[src/rtl/div_unit_pkg.sv]
// Shared encodings for the multi-cycle divider and the HI/LO result bus.
package div_unit_pkg;

  // Divider control states.
  typedef enum logic [1:0] {
    DivFree   = 2'b00,
    DivByZero = 2'b01,
    DivOn     = 2'b10,
    DivEnd    = 2'b11
  } div_state_e;

  // Result-ready strobe levels.
  localparam logic DivResultReady    = 1'b1;
  localparam logic DivResultNotReady = 1'b0;

  // Start request levels driven by EX.
  localparam logic DivStart = 1'b1;
  localparam logic DivStop  = 1'b0;

  // Width alias for the {HI, LO} double register bus.
  localparam int unsigned RegBusW       = 32;
  localparam int unsigned DoubleRegBusW = 2 * RegBusW;
  typedef logic [DoubleRegBusW-1:0] double_reg_bus_t;

endpackage

[src/rtl/div_unit.sv]
// Multi-cycle restoring divider for DIV/DIVU. Produces {remainder, quotient}
// one bit per cycle; signed mode divides magnitudes and fixes signs at the end.
module div_unit
  import div_unit_pkg::*;
#(
  parameter int unsigned DW = 32
) (
  input  logic            clk,
  input  logic            rst,
  input  logic            signed_div_i,
  input  logic [DW-1:0]   opdata1_i,
  input  logic [DW-1:0]   opdata2_i,
  input  logic            start_i,
  input  logic            annul_i,
  output logic [2*DW-1:0] result_o,
  output logic            ready_o
);

  localparam int unsigned CntW = $clog2(DW) + 1;

  div_state_e      state;
  logic [CntW-1:0] cnt;
  logic [DW-1:0]   dvsr;      // divisor magnitude
  logic [DW-1:0]   rem;       // partial remainder
  logic [DW-1:0]   quo;       // dividend bits shift out as quotient bits shift in
  logic            neg_quot;
  logic            neg_rem;

  logic [DW-1:0] op1_abs;
  logic [DW-1:0] op2_abs;
  logic [DW:0]   partial;
  logic [DW:0]   diff;
  logic          step_ok;
  logic [DW-1:0] rem_step;
  logic [DW-1:0] quo_step;
  logic [DW-1:0] rem_fix;
  logic [DW-1:0] quo_fix;
  logic          last_step;

  // Operand magnitudes and one restoring-division step, plus final sign fix-up.
  always_comb begin
    op1_abs   = (signed_div_i && opdata1_i[DW-1]) ? (~opdata1_i + DW'(1)) : opdata1_i;
    op2_abs   = (signed_div_i && opdata2_i[DW-1]) ? (~opdata2_i + DW'(1)) : opdata2_i;
    partial   = {rem, quo[DW-1]};
    diff      = partial - {1'b0, dvsr};
    // A set top bit means the trial subtraction borrowed: restore.
    step_ok   = ~diff[DW];
    rem_step  = step_ok ? diff[DW-1:0] : partial[DW-1:0];
    quo_step  = {quo[DW-2:0], step_ok};
    quo_fix   = neg_quot ? (~quo_step + DW'(1)) : quo_step;
    rem_fix   = neg_rem ? (~rem_step + DW'(1)) : rem_step;
    last_step = (cnt == CntW'(DW - 1));
  end

  // Control FSM and datapath registers; result/ready are registered in END.
  always_ff @(posedge clk) begin
    if (rst) begin
      state    <= DivFree;
      cnt      <= '0;
      dvsr     <= '0;
      rem      <= '0;
      quo      <= '0;
      neg_quot <= 1'b0;
      neg_rem  <= 1'b0;
      result_o <= '0;
      ready_o  <= DivResultNotReady;
    end else begin
      unique case (state)
        DivFree: begin
          result_o <= '0;
          ready_o  <= DivResultNotReady;
          if (start_i == DivStart && !annul_i) begin
            if (opdata2_i == '0) begin
              state <= DivByZero;
            end else begin
              state    <= DivOn;
              cnt      <= '0;
              dvsr     <= op2_abs;
              quo      <= op1_abs;
              rem      <= '0;
              neg_quot <= signed_div_i & (opdata1_i[DW-1] ^ opdata2_i[DW-1]);
              neg_rem  <= signed_div_i & opdata1_i[DW-1];
            end
          end
        end
        DivByZero: begin
          if (annul_i) begin
            state <= DivFree;
          end else begin
            state <= DivEnd;
            rem   <= '0;
            quo   <= '0;
          end
        end
        DivOn: begin
          if (annul_i) begin
            state <= DivFree;
          end else begin
            cnt <= cnt + CntW'(1);
            if (last_step) begin
              rem   <= rem_fix;
              quo   <= quo_fix;
              state <= DivEnd;
            end else begin
              rem <= rem_step;
              quo <= quo_step;
            end
          end
        end
        DivEnd: begin
          if (start_i == DivStart && !annul_i) begin
            result_o <= {rem, quo};
            ready_o  <= DivResultReady;
          end else begin
            state    <= DivFree;
            result_o <= '0;
            ready_o  <= DivResultNotReady;
          end
        end
        default: state <= DivFree;
      endcase
    end
  end

endmodule

[config.mk]
export PLATFORM = sky130hd
export DESIGN_NAME = div_unit
export DESIGN_NICKNAME = d
export VERILOG_FILES = /design/src/rtl/div_unit_pkg.sv /design/src/rtl/div_unit.sv
export SDC_FILE = /design/constraint.sdc
export NUM_CORES = 1
export LEC_CHECK = 0
export ABC_CLOCK_PERIOD_IN_PS = 5550
export BUFFER_PORTS_ARGS = -buffer_cell sky130_fd_sc_hd__clkbuf_2
export CORE_AREA = 2 2 137 152
export DETAILED_ROUTE_END_ITERATION = 7
export DIE_AREA = 0 0 139 154
export PLACE_DENSITY = 0.93
export SLEW_MARGIN = 15
export SYNTH_ARGS = -nofsm -noshare
export SYNTH_HDL_FRONTEND = slang
export SYNTH_SLANG_ARGS = --single-unit
[constraint.sdc]
create_clock -name clk -period 5.55 [get_ports clk]
set_input_delay 0.2775 -clock clk [delete_from_list [all_inputs] [get_ports clk]]
set_output_delay 0.2775 -clock clk [all_outputs]
set_load 0.01 [all_outputs]
==> impl_metrics.json <==
{
  "status": "complete, no violations",
  "antenna_found_initial": 0,
  "final_common_cell": "nor2_1",
  "placed_cells": 1856,
  "cts_tree": "yes",
  "yosys.area.top_type": "dfxtp_1",
  "ys_types": 79,
  "cts_made_buffers": 17,
  "clkSinkCount": 171,
  "syn2layout_area_growth_pct": 11.0,
  "setup_viol": 0,
  "drv_slew": 0,
  "netlist_instances": 1555,
  "initial_core_util": 0.596,
  "ys_ff_latch": 171,
  "async_reset_ff_frac": 0,
  "root_buffer": "clkbuf_16",
  "slew_headroom": 0.287,
  "drive_gt1_frac": 0.125,
  "antenna_cells": 0,
  "first_iter_violations": 1357,
  "critical_path_class": "reg2reg",
  "nNetsFinal": 1735,
  "drt_first_pass_iters": 6,
  "synth_ff_type": "dfxtp_1",
  "grt_start_max_net_pins": 94,
  "ios": 134,
  "hold_violations": 0,
  "cts_setup_buffers": 0,
  "drcViolationCount": 0,
  "worst_ep_arrival_time_ps": 5390,
  "synth_edf_count": 0,
  "period_needed_ps": 5080,
  "yosysTopAreaCellShare": 0.291,
  "h-tree-depth": 4,
  "max_stage_delay_ps": 450,
  "crit_chain": "inv_1, ha_1, fa_1, nand2b_1, a211oi_2, o2111ai_1, a21oi_2, o21a_1, nor2_4, inv_2, nor2_1, a21oi_1, ha_1, and4b_1, nor4bb_2, mux2i_1, nor4_1, a31oi_1, xnor2_1, o21ai_0",
  "rsz0062_at_grt": "false",
  "grt_pass1_vias": 11100,
  "final_cells": 1888,
  "track_usage": 0.315,
  "clk_path_buf_depth": 2,
  "vias": 12200,
  "power_leakage_nw": 5.12,
  "hpwl_mm": 25.1,
  "yosysWarnings": 0,
  "rrSetupSlack_ps": 470,
  "antenna_left": 0,
  "crit_top_cell": "ha_1",
  "final_cell_mix": "239 x nor2_1, 171 x dfxtp_1, 132 x nand2_1, 132 x clkbuf_2, 107 x a21oi_1",
  "die_area_um2": 21400,
  "endpoint_kind": "flip-flop",
  "cap_violations": 0,
  "rows": 54,
  "die_w_um": 139,
  "overflow": 0,
  "syn-mean-instance-area_um2": 7.56,
  "core_um2": 19700,
  "ys_seq_area_frac": 0.291,
  "setup-tns-final_ps": 0,
  "place_congestion": 0.998,
  "irDropWorstVdd_mv": 0.278,
  "port_buffers": 133,
  "clk_pin_slew_ps": 70,
  "synthTopCellsByArea": "dfxtp_1 29%, nor2_1 7.6%, xnor2_1 5.8%",
  "hold_class": "in2reg",
  "wl_mm": 34.9,
  "fmax_ghz": 0.197,
  "period_share": 0.916,
  "clock_latency_ps": 450,
  "worstMarginPinSlew_ps": 1070,
  "p_per_area_nw_per_um2": 487,
  "syn_area_um2": 11800,
  "synth_fp_nets": 1667,
  "startpoint_type": "flip-flop",
  "routedWlPerCell_um": 18.5,
  "die_h_um": 154,
  "grt_pass1_wl_mm": 55.8,
  "viasPerCell": 6.47,
  "crit_fanout": 7,
  "required_ps": 5860,
  "finClkSkew_ps": 16.5,
  "slowest_stage": "nor4_1"
}
-- cell usage after synthesis (4+ instances only) --
master     count
a2111oi_0      6
a211oi_1      31
a21o_1        14
a21oi_1      107
a22o_1         4
a22oi_1       72
a311oi_1       8
a31oi_1       19
and2_1        15
and3_1        12
buf_1         14
buf_2          8
buf_6          6
clkbuf_1      63
dfxtp_1      171
ha_1          42
inv_1         53
mux2_2         5
mux2i_1       24
nand2_1      132
nand2b_1       9
nand3_1       30
nand3b_1       4
nand4_1        7
nor2_1       239
nor2b_1        9
nor3_1        33
nor4_1        24
o2111ai_1      4
o211ai_1       6
o21a_1         6
o21ai_0      105
o221ai_1      29
o31ai_1       14
o41ai_1        9
or3_1         21
or4_1          5
xnor2_1       78
xor2_1        59
-- metal layers --
metal	vias up	wire length, um	GRT usage
met3	137	3510	0.0436
met4	0	1320	0.137
li1	5762	-	-
met1	5580	14100	0.417
met5	-	0	0
met2	739	15900	0.516
-- stage by stage --
step / hold slack [ps] / area (um^2) / worst slack [ps] / total power, W / utilization
2_1_floorplan: 413 / 11800 / 567 / 0.00417 / -
3_3_place_gp: 443 / 12400 / 660 / 0.00491 / 0.631
3_5_place_dp: 450 / 12400 / 483 / 0.00497 / 0.631
4_1_cts: 123 / 13000 / 478 / 0.00623 / 0.661
5_1_grt: 161 / 13100 / 104 / 0.00671 / 0.662
6_report: 130 / 13100 / 467 / 0.00635 / 0.662
-- where the power goes --
group	total (W)	switching, W	internal [W]
Sequential	0.00161	0.000217	0.00140
Clock	0.00123	0.000578	0.000657
Combinational	0.00350	0.00228	0.00123
-- critical path, delay by kind of cell, from the launching register on --
kind,cells,cell delay [ps]
adder cells (fa/ha/maj),3,890
XOR/XNOR,1,160
AND/OR/NAND/NOR,6,1450
flip-flops,1,370
AO/OA/AOI/OAI,7,1670
buffers and inverters,2,240
multiplexers,1,160
-- repair_timing --
item                       in CTS  in global routing
gates resized for setup         0                  1
setup endpoints to repair       0                  1
hold buffers                    0                  0
-- kinds of logic (layout without fill, tap and decap cells) --
logic type / count (synthesis) / after routing / synth area share
compound gates: 469 / 469 / 0.265
buf+inv: 146 / 227 / 0.0516
simple gates: 560 / 560 / 0.218
fa+ha+maj: 43 / 43 / 0.0464
xor+xnor: 137 / 137 / 0.102
flops: 171 / 171 / 0.291
mux: 29 / 29 / 0.0252
-- registers in the layout (all words and copies together) (netlist names) --
name and count:
cnt 6, dvsr 32, neg_quot 1, neg_rem 1, quo 32, ready_o 1, rem 32, result_o 64
state 2
-- final timing paths --
| check | startpoint | cells past startpoint | end |
|---|---|---|---|
| worst max-delay path | quo[31] | 20 | rem[26] |
| worst min-delay path | opdata2_i[1] | 3 | dvsr[1] |
| worst min register to register | dvsr[22] | 2 | dvsr[22] |
| worst max register to register | quo[31] | 20 | rem[26] |
-- final cells by class --
class | count | area (um^2)
Sequential cell | 171 | 3420
Timing Repair Buffer | 141 | 728
Fill cell | 1601 | 6680
Multi-Input combinational cell | 1238 | 7780
Clock buffer | 18 | 439
Clock inverter | 14 | 161
Inverter | 54 | 203
Tap cell | 252 | 315
Note: power is estimated with default switching activity, not from simulation.
